**config.mk**
```make
export PLATFORM = sky130hd
export DESIGN_NAME = lsu_rmw
export DESIGN_NICKNAME = d
export VERILOG_FILES = /design/src/rtl/lsu_rmw.sv
export SDC_FILE = /design/constraint.sdc
export NUM_CORES = 1
export LEC_CHECK = 0
export BUFFER_PORTS_ARGS = -buffer_cell sky130_fd_sc_hd__buf_2
export CAP_MARGIN = 0
export CORE_MARGIN = 5
export CORE_UTILIZATION = 55
export DETAILED_ROUTE_END_ITERATION = 10
export MAX_ROUTING_LAYER = met4
export PLACE_DENSITY = 0.86
export REMOVE_ABC_BUFFERS = 1
export SYNTH_ARGS = -nofsm -noshare
export SYNTH_HDL_FRONTEND = slang
export SYNTH_SLANG_ARGS = --single-unit
```
**constraint.sdc**
```tcl
create_clock -name clk -period 4.95 [get_ports clk]
set_input_delay 0.99 -clock clk [delete_from_list [all_inputs] [get_ports clk]]
set_output_delay 0.99 -clock clk [all_outputs]
set_load 0.1 [all_outputs]
```
**src/rtl/lsu_rmw.sv**
```systemverilog
// Load/store sequencer: turns core byte/half/word requests into word accesses
// on a one-cycle-latency synchronous RAM, with read-modify-write for sub-word stores.
module lsu_rmw (
    input  logic        clk,
    input  logic        rst,
    input  logic        req_valid,
    input  logic        req_write,
    input  logic [2:0]  load_type,
    input  logic [1:0]  store_type,
    input  logic [31:0] addr,
    input  logic [31:0] wdata,
    output logic [31:0] rdata,
    output logic        done,
    output logic        err,
    output logic        stall,
    output logic [13:0] mem_addr,
    output logic        mem_we,
    output logic [31:0] mem_wdata,
    input  logic [31:0] mem_rdata
);

    localparam int unsigned AW = 14;
    localparam int unsigned DW = 32;

    localparam logic [2:0] LT_LB  = 3'b000;
    localparam logic [2:0] LT_LH  = 3'b001;
    localparam logic [2:0] LT_LW  = 3'b010;
    localparam logic [2:0] LT_LBU = 3'b011;
    localparam logic [2:0] LT_LHU = 3'b100;

    localparam logic [1:0] ST_SB = 2'b00;
    localparam logic [1:0] ST_SH = 2'b01;
    localparam logic [1:0] ST_SW = 2'b10;

    typedef enum logic [2:0] {
        S_IDLE  = 3'd0,
        S_RD    = 3'd1,
        S_MERGE = 3'd2,
        S_LDX   = 3'd3,
        S_WR    = 3'd4
    } state_t;

    state_t state, state_nxt;

    // Fields captured at accept so later input changes cannot disturb the op
    logic          write_q;
    logic [2:0]    ltype_q;
    logic [1:0]    stype_q;
    logic [1:0]    off_q;
    logic [DW-1:0] wdata_q;

    // Next values of the registered outputs
    logic [DW-1:0] rdata_d;
    logic          done_d;
    logic          err_d;
    logic [AW-1:0] mem_addr_d;
    logic          mem_we_d;
    logic [DW-1:0] mem_wdata_d;

    logic          accept;
    logic          req_err;
    logic [7:0]    byte_lane;
    logic [15:0]   half_lane;
    logic [DW-1:0] load_ext;
    logic [DW-1:0] merged;

    // Address bits above the RAM's word index are intentionally dropped
    logic unused_addr_hi;
    assign unused_addr_hi = ^addr[31:16];

    assign accept = (state == S_IDLE) && req_valid && !done;
    assign stall  = req_valid && !done;

    // Misalignment / illegal-type detection on the live request
    always_comb begin
        req_err = 1'b0;
        if (req_write) begin
            case (store_type)
                ST_SB:   req_err = 1'b0;
                ST_SH:   req_err = addr[0];
                ST_SW:   req_err = |addr[1:0];
                default: req_err = 1'b1;
            endcase
        end else begin
            case (load_type)
                LT_LB, LT_LBU: req_err = 1'b0;
                LT_LH, LT_LHU: req_err = addr[0];
                LT_LW:         req_err = |addr[1:0];
                default:       req_err = 1'b1;
            endcase
        end
    end

    // Lane extraction and sign/zero extension of the returned word
    always_comb begin
        byte_lane = mem_rdata[{off_q, 3'b000} +: 8];
        half_lane = mem_rdata[{off_q[1], 4'b0000} +: 16];
        case (ltype_q)
            LT_LB:   load_ext = {{24{byte_lane[7]}}, byte_lane};
            LT_LH:   load_ext = {{16{half_lane[15]}}, half_lane};
            LT_LBU:  load_ext = {24'd0, byte_lane};
            LT_LHU:  load_ext = {16'd0, half_lane};
            default: load_ext = mem_rdata;
        endcase
    end

    // Replace the addressed little-endian lane of the read word with store data
    always_comb begin
        merged = mem_rdata;
        if (stype_q == ST_SB) begin
            merged[{off_q, 3'b000} +: 8] = wdata_q[7:0];
        end else begin
            merged[{off_q[1], 4'b0000} +: 16] = wdata_q[15:0];
        end
    end

    // State register
    always_ff @(posedge clk) begin
        if (rst) begin
            state <= S_IDLE;
        end else begin
            state <= state_nxt;
        end
    end

    // Next-state logic
    always_comb begin
        state_nxt = state;
        case (state)
            S_IDLE: begin
                if (accept && !req_err) begin
                    if (req_write && (store_type == ST_SW)) begin
                        state_nxt = S_WR;
                    end else begin
                        state_nxt = S_RD;
                    end
                end
            end
            S_RD:    state_nxt = write_q ? S_MERGE : S_LDX;
            S_MERGE: state_nxt = S_WR;
            S_LDX:   state_nxt = S_IDLE;
            S_WR:    state_nxt = S_IDLE;
            default: state_nxt = S_IDLE;
        endcase
    end

    // Output logic: next values for the registered outputs
    always_comb begin
        rdata_d     = rdata;
        err_d       = err;
        done_d      = 1'b0;
        mem_we_d    = 1'b0;
        mem_addr_d  = mem_addr;
        mem_wdata_d = mem_wdata;
        case (state)
            S_IDLE: begin
                if (accept) begin
                    if (req_err) begin
                        done_d = 1'b1;
                        err_d  = 1'b1;
                    end else begin
                        mem_addr_d = addr[15:2];
                        if (req_write && (store_type == ST_SW)) begin
                            mem_we_d    = 1'b1;
                            mem_wdata_d = wdata;
                        end
                    end
                end
            end
            S_MERGE: begin
                mem_we_d    = 1'b1;
                mem_wdata_d = merged;
            end
            S_LDX: begin
                rdata_d = load_ext;
                err_d   = 1'b0;
                done_d  = 1'b1;
            end
            S_WR: begin
                err_d  = 1'b0;
                done_d = 1'b1;
            end
            default: begin
                done_d = 1'b0;
            end
        endcase
    end

    // Output registers
    always_ff @(posedge clk) begin
        if (rst) begin
            rdata     <= '0;
            done      <= 1'b0;
            err       <= 1'b0;
            mem_addr  <= '0;
            mem_we    <= 1'b0;
            mem_wdata <= '0;
        end else begin
            rdata     <= rdata_d;
            done      <= done_d;
            err       <= err_d;
            mem_addr  <= mem_addr_d;
            mem_we    <= mem_we_d;
            mem_wdata <= mem_wdata_d;
        end
    end

    // Request capture at accept
    always_ff @(posedge clk) begin
        if (rst) begin
            write_q <= 1'b0;
            ltype_q <= '0;
            stype_q <= '0;
            off_q   <= '0;
            wdata_q <= '0;
        end else if (accept) begin
            write_q <= req_write;
            ltype_q <= load_type;
            stype_q <= store_type;
            off_q   <= addr[1:0];
            wdata_q <= wdata;
        end
    end

endmodule

```
* After elaboration in Yosys (flattened, before gate mapping) *
Index checks and enable logic that the tools add are counted.

cells by class
  shifts and indexed selects = 6
  reduce and logical (&&, ||, !) cells = 21
  multipliers = 0
  muxes and demuxes = 25
  divide/modulo/power cells = 0
  eq/ne operators = 18
  add/subtract/negate cells = 2
  order comparisons = 0
  bitwise operators = 1

operators by type and width
  cell                     count
  $mux 32                  4
  $pmux 32 s4              1
  $bwmux 32                2
  $pmux 32 s2              1
  $shift 16x7->32 const A  1
  $shift 8x7->32 const A   1
  $shiftx 16x7->32         1
  $shiftx 32x6->16         1
  $shiftx 32x6->8          1
  $shiftx 8x7->32          1
  $eq 3x2->1 const B       5
  $neg 5->7                2
  $eq 3x1->1 const B       3
  $eq 3x3->1 const B       3
  $logic_not 3->1          3
  $mux 1                   9
  $pmux 3 s3               1
  $reduce_or 2->1          4
  $mux 3                   2
  $ne 2x2->1 const B       3
  $pmux 1 s2               3
  $pmux 1 s3               2
  $reduce_and 3->1         2
  $logic_and 1x1->1        5
  other kinds (8)          12

word-level totals
  bits of input ports = 105
  bits in latches = 0
  memories = 0
  register bits = 108
  memory bits (writable) = 0
  ROM bits = 0
  word-level logic and storage cells = 85

* Longest topological paths before layout *
Gate-level depths: netlist of run 1.

  word-level depth = 8
  gate-level depth with buffers = 8

* Worst setup path before layout of run 1 *
No wires, ideal clock.

  kind = input-to-output
  start point = in req_valid
  end point = out stall
  data arrival time = 1.727 ns
  path buffers = 0
  path slack = 2.233 ns
  data required time = 3.960 ns
  stages = 2
  path through = nand2b_1 -> inv_1

on the way
  longest elaborated chain between the ends = 1

ends and longest elaborated chain
  element            RTL line  text
  start, declared    6         input logic req_valid,
  $logic_and 1x1->1  72        assign stall = req_valid && !done;
  end, declared      15        output logic stall,

Every way passes these cells.

* Final worst setup path of run 1 *
  start point = reg off_q[1]
  end point = reg mem_wdata[25]

on the way
  longest elaborated chain between the ends = 5
  elaborated cells between the ends (all ways) = 10
  classes of those cells = add/sub (2); shift (4); mux (4)

ends and longest elaborated chain
  element                                   RTL line  text
  start, declared                           49        logic [1:0] off_q;
  start signal, assigned                    220       off_q <= addr[1:0];
  $neg 5->7, on equally long branches       113, 111
  $shiftx 16x7->32 (tied with other cells)  113       merged[{off_q[1], 4'b0000} +: 16] = wdata_q[15:0];
  $bwmux 32, on equally long branches       113, 111
  $mux 32 *                                 110       if (stype_q == ST_SB) begin
  $pmux 32 s2 *                             155       case (state)
  end signal, assigned                      204       mem_wdata <= mem_wdata_d;
  end, declared                             18        output logic [31:0] mem_wdata,

Mark *: on every way between the ends. The rest lies on a longest branch, timed or not.
A chain may end at the register's enable or synchronous reset.

==> flow_summary_export.csv, run 1 <==
group,metric,value,unit
drt,num_vias,5807,
floorplanning,initial_core_util,55.7,%
layout,fillers,888,
drt,ant_nets,0,
synth,synthArstFlopShare,0,%
critical_path,cp_data_arrival_time,3.56,ns
clocking,clkSinkCount,108,
synth,synthCells,652,
synth,synth_top_area_share,38.1,%
timing,worst_pin_slew,1.36,ns
synth,synth.area.mux_share,8.03,%
drt,first_iter_violations,537,
job,drv_cap,0,
drt,via_per_inst,6.33,
timing,rsz0062_at_grt,"false",
synth,synth_xor_xnor_area_share,0,%
layout,finalNetCount,887,
synth,synth_compound_area_share,35.1,%
status,status,"completed",
placement,place_inst,902,
floorplanning,core_area,10200,µm²
synth,synth_top_family_by_area,"compound AO/OA/AOI/OAI gates",
layout,register_area,2160,µm²
grt,grt_pass1_wl,29.0,mm
drt,totalWireLength,18.1,mm
layout,antenna_cells,0,
synth,synthesis.area,5670,µm²
synth,synth-simple-area-share,11.8,%
timing,hold_viol,0,
timing,slew_headroom,7.94,%
power,vdd_ir_drop_max,0.166,mV
grt,overflow,0,
power,leakage,2.71,nW
clocking,cts-resized-gates,0,
grt,antenna_found_initial,0,
timing,setup_viol,0,
critical_path,cp_max_fo,36,
grt,first_global_vias,5556,
synth,ys_seq_area_share,38.1,%
timing,maxSlewViolCount,0,
timing,finalCritPeriodShare,66.3,%
placement,hpwl,13.3,mm
synth,yosysWarnings,0,
synth,post-synth-top-area-cell,"dfxtp_1",
drt,wl_per_cell,19.7,µm
power,powerDensity,385,nW/µm²
timing,fmax,305,MHz
placement,portBuffers,170,
timing,finClkSkew,0.0136,ns
layout,multi_input_area,3200,µm²
synth,synthAdderAreaFrac,1.28,%
critical_path,setup.worst_path.start_class,"register",
synth,synth-edff-count,0,
synth,synthFlopType,"dfxtp_1",
floorplanning,die_area,12400,µm²
synth,synth_area_leaders,"dfxtp_1, nand2_1, a211oi_1",
clocking,holdBufCountCts,0,
layout,drive_gt1_share,29.0,%
grt,grt_max_degree,55,
clocking,path_clk_slew,0.10,ns
clocking,cts_buffers,9,
critical_path,path_class,"reg2reg",
hold_path,min_path_type,"reg2reg",
clocking,htreeDepth,3,
synth,synth_seq_cells,108,
clocking,root_buffer,"clkbuf_8",
drt,drc,0,
layout,fin_cells,918,
synth,avgSynthCellArea,8.70,µm²
floorplanning,die_w,112,µm
clocking,post-cts-setup-buffers,0,
floorplanning,top_level_ports,187,
timing,finalCriticalPeriod,3.28,ns
critical_path,crit_required,5.22,ns
drt,drtPass1Iterations,5,
timing,setup_tns,0,ns
placement,globalplace.congestion,0.957,
grt,grt_util_all_layers,29.1,%
clocking,cts_tree,"yes",
critical_path,cp-end-kind,"register",
layout,layout-area-overhead-vs-synth,17.9,%
synth,yosysUniqueCellTypes,58,
floorplanning,die_y,112,µm
clocking,cts.path.max_buffers,2,
clocking,clk_latency,0.38,ns
floorplanning,rows,37,
==> kinds of logic (layout without fill, tap and decap cells) <==
group / count (synthesis) / after routing
flip-flops: 108 / 108
adder cells (fa/ha/maj): 6 / 6
multiplexers: 42 / 42
AND/OR/NAND/NOR: 152 / 152
buffers and inverters: 74 / 204
AO/OA/AOI/OAI: 270 / 270
==> layout by cell type, fill, tap and decap left out, types with 2 or more instances in the layout <==
master	count
o2bb2ai_1	7
o221ai_1	7
clkinv_2	2
nand3b_1	2
buf_4	9
or2_2	2
nand2b_1	3
o31ai_1	16
o211ai_1	2
a221oi_1	33
o2111ai_1	16
dfxtp_1	108
nor2b_1	2
inv_1	8
mux2i_1	23
a21oi_1	44
a211oi_1	49
a211o_1	15
a2bb2oi_1	17
ha_1	5
o311a_1	2
or3_1	3
buf_2	170
o21ai_0	42
nand2_1	99
a32o_1	7
mux2_2	18
nor3_1	2
clkbuf_8	11
nor2_1	28
==> routing by layer <==
layer / share of wire [%] / track usage, % / up-vias
met2: 49 / 47.2 / 285
met1: 41 / 37.0 / 2727
met3: 6.7 / 3.59 / 46
met5: 0 / - / -
li1: - / - / 2749
met4: 3.1 / 11.6 / 0
==> metrics by stage <==
stage	hold slack, ns	instance area (µm²)	util (%)	total power (W)	setup slack [ns]
after global routing	0.477	6690	65.7	0.00269	1.54
after global placement	0.437	6490	63.7	0.00200	1.77
final	0.450	6690	65.7	0.00258	1.67
after detailed placement	0.436	6490	63.7	0.00203	1.63
after CTS	0.456	6690	65.7	0.00257	1.77
after floorplan	0.431	5380	-	0.00178	1.32
==> sequential cells by signal (all words and copies together), names as in the netlist <==
| register | flops |
|---|---|
| done | 1 |
| err | 1 |
| ltype_q | 3 |
| mem_addr | 14 |
| mem_wdata | 32 |
| mem_we | 1 |
| off_q | 2 |
| rdata | 32 |
| state | 3 |
| stype_q | 2 |
| wdata_q | 16 |
| write_q | 1 |
==> area by class of cell <==
| class | count | share of cell area, % |
|---|---|---|
| timing repair buffer | 179 | 13.7 |
| multi-input combinational | 470 | 47.9 |
| inverter | 9 | 0.505 |
| clock buffer | 12 | 2.32 |
| sequential | 108 | 32.3 |
| clock inverter | 4 | 0.711 |
| tap | 136 | 2.54 |
==> final timing paths <==
| kind | end | depth (start not counted) | slack (ns) | from |
|---|---|---|---|---|
| hold reg to reg | err | 2 | 0.45 | err |
| hold / removal | err | 2 | 0.45 | err |
| setup reg to reg | mem_wdata[25] | 7 | 1.67 | off_q[1] |
| setup / recovery | mem_wdata[25] | 7 | 1.67 | off_q[1] |
==> Yosys cell counts (all sizes together), types with 3 or more instances <==
cell       n
nand2b     3
o2bb2ai    7
dfxtp    108
or2        3
a2bb2oi   17
nand2     99
a211o     15
nor2      28
inv        8
ha         5
o31ai     17
mux2      18
o21ai     43
a211oi    49
nor3       4
a32o       7
a21oi     45
mux2i     23
or3        3
a221oi    33
o221ai     7
clkbuf    45
buf       20
o2111ai   16
==> report_power, final <==
group          total, W  leakage [nW]  internal (W)  switching, W
clock network  0.000557         0.102      0.000260      0.000297
logic           0.00100          1.73      0.000258      0.000746
registers       0.00102         0.878      0.000947     0.0000710
total           0.00258          2.71       0.00147       0.00111
==> worst max-delay path: stages, from the launching register on <==
cell,delay (ns)
dfxtp_1,0.32
buf_4,0.40
inv_1,0.20
ha_1,0.38
nor4bb_1,1.14
a221oi_1,0.21
a2bb2oi_1,0.21
a211oi_1,0.30
Note: power is estimated with default switching activity, not from simulation.
==> inputs of run 2 (changes only) <==
CORE_UTILIZATION = 51   (was 55)
PLACE_DENSITY = 0.8   (was 0.86)
clock period = 3.1 ns   (was 4.95 ns; I/O delays follow)
==> run 2 against run 1 <==
Effect of this change:
- clock power is 47% higher
- maximum frequency rose by 35%
- total power rose by 58%
- die area rose by 7.1%
- design area increased by 0.79%
- non-clock buffer count up 10
- combinational power is 63% higher
- worst setup slack worse by 1.0 ns
- clock-buffer cell count down 2
- critical path type unchanged
- largest cell class unchanged
==> flow_summary_export.csv, run 2 (same netlist as run 1, synthesis figures left out) <==
group,metric,value,unit
grt,grt_util_all_layers,28.3,%
clocking,cts-resized-gates,0,
layout,final_cell_mix,"buf_2, dfxtp_1, nand2_1, a211oi_1, a21oi_1",
drt,num_vias,5916,
drt,drc,0,
drt,totalWireLength,18.7,mm
critical_path,path_class,"reg2reg",
timing,finalCriticalPeriod,2.43,ns
critical_path,crit_required,3.39,ns
grt,grt_pass1_wl,29.2,mm
clocking,post-cts-setup-buffers,0,
floorplanning,top_level_ports,187,
critical_path,cp_max_fo,10,
timing,worst_pin_slew,0.929,ns
placement,place_ws,0.727,ns
drt,first_iter_violations,520,
timing,postLayoutSetupSlackWorst,0.669,ns
placement,portBuffers,170,
floorplanning,rows,38,
drt,ant_nets,0,
critical_path,cp_data_arrival_time,2.72,ns
clocking,path_clk_slew,0.11,ns
clocking,cts.path.max_buffers,2,
grt,grt_max_degree,61,
status,status,"completed",
placement,globalplace.congestion,0.942,
drt,via_per_inst,6.35,
job,drv_cap,0,
power,vdd_ir_drop_max,0.315,mV
floorplanning,die_y,115,µm
layout,antenna_cells,0,
critical_path,cp-end-kind,"register",
layout,reg_top3,"mem_wdata (32), rdata (32), wdata_q (16)",
floorplanning,initial_core_util,52.1,%
drt,wl_per_cell,20.1,µm
clocking,cts_tree,"yes",
drt,drtPass1Iterations,5,
grt,overflow,0,
clocking,cts_buffers,9,
floorplanning,die_w,115,µm
timing,slew_headroom,37.8,%
critical_path,setup.worst_path.start_class,"register",
placement,placed_area,6570,µm²
layout,design_area,6740,µm²
grt,antenna_found_initial,0,
clocking,htreeDepth,3,
power,total_power,0.00408,W
floorplanning,die_area,13300,µm²
timing,finalCritPeriodShare,78.4,%
layout,drive_gt1_share,29.9,%
layout,layout-area-overhead-vs-synth,18.9,%
floorplanning,core_area,10900,µm²
power,powerDensity,605,nW/µm²
clocking,clkSinkCount,108,
hold_path,min_path_type,"reg2reg",
layout,finalNetCount,897,
timing,timing.hold.ws,0.445,ns
timing,setup_tns,0,ns
layout,mostFrequentLayoutCell,"buf_2",
clocking,root_buffer,"clkbuf_8",
timing,maxSlewViolCount,0,
clocking,holdBufCountCts,0,
timing,setup_viol,0,
timing,rsz0062_at_grt,"false",
placement,hpwl,13.9,mm
timing,hold_viol,0,
power,leakage,2.74,nW
timing,finClkSkew,0.0101,ns
timing,fmax,411,MHz
grt,first_global_vias,5712,
clocking,clk_latency,0.38,ns
## run 2: cell types whose count changed in the layout (fill, tap and decap cells not counted), sizes merged
| cell | change |
|---|---|
| clkbuf | -2 |
| buf | +10 |
| bufinv | -1 |
| inv | +2 |
| clkinv | +1 |
## run 2: through the flow
step                util [%]  std cells
detailed placement      60.3        916
global placement        60.3        916
global route            61.9        932
finish                  61.9        932
CTS                     61.9        932
floorplan                  -        587
## run 2: final timing paths
check,from,end,slack (ns),cells after the start
max,off_q[1],mem_wdata[17],0.67,6
min,err,err,0.45,2
max reg2reg,off_q[1],mem_wdata[17],0.67,6
min reg2reg,err,err,0.45,2
## run 2: final cells by class
type                            count  area (µm²)
Clock buffer                       10         128
Clock inverter                      6        47.5
Fill cell                         939        4140
Inverter                            9        33.8
Multi-Input combinational cell    470        3200
Sequential cell                   108        2160
Tap cell                          140         175
Timing Repair Buffer              189         993
## run 2: power by group
part	leakage, nW	total [W]	internal, W	switching, W
registers	0.878	0.00163	0.00151	0.000113
logic	1.78	0.00163	0.000429	0.00121
clock network	0.0872	0.000819	0.000301	0.000518
## run 2: critical path, cell delays in order, from the launching register on
cell and delay [ns]:
dfxtp_1 0.55, inv_1 0.19, ha_1 0.40, nand2_1 0.08, o31ai_2 0.56, a221oi_1 0.26
o31ai_1 0.30
## run 2: metal layers
layer / part of all wire, % / track usage (%) / up-vias / wire (µm)
met5: 0 / - / - / 0
met4: 2.0 / 9.23 / 0 / 372
met3: 8.7 / 4.80 / 34 / 1640
met2: 47 / 44.1 / 275 / 8770
met1: 42 / 37.7 / 2839 / 7960
li1: - / - / 2768 / -
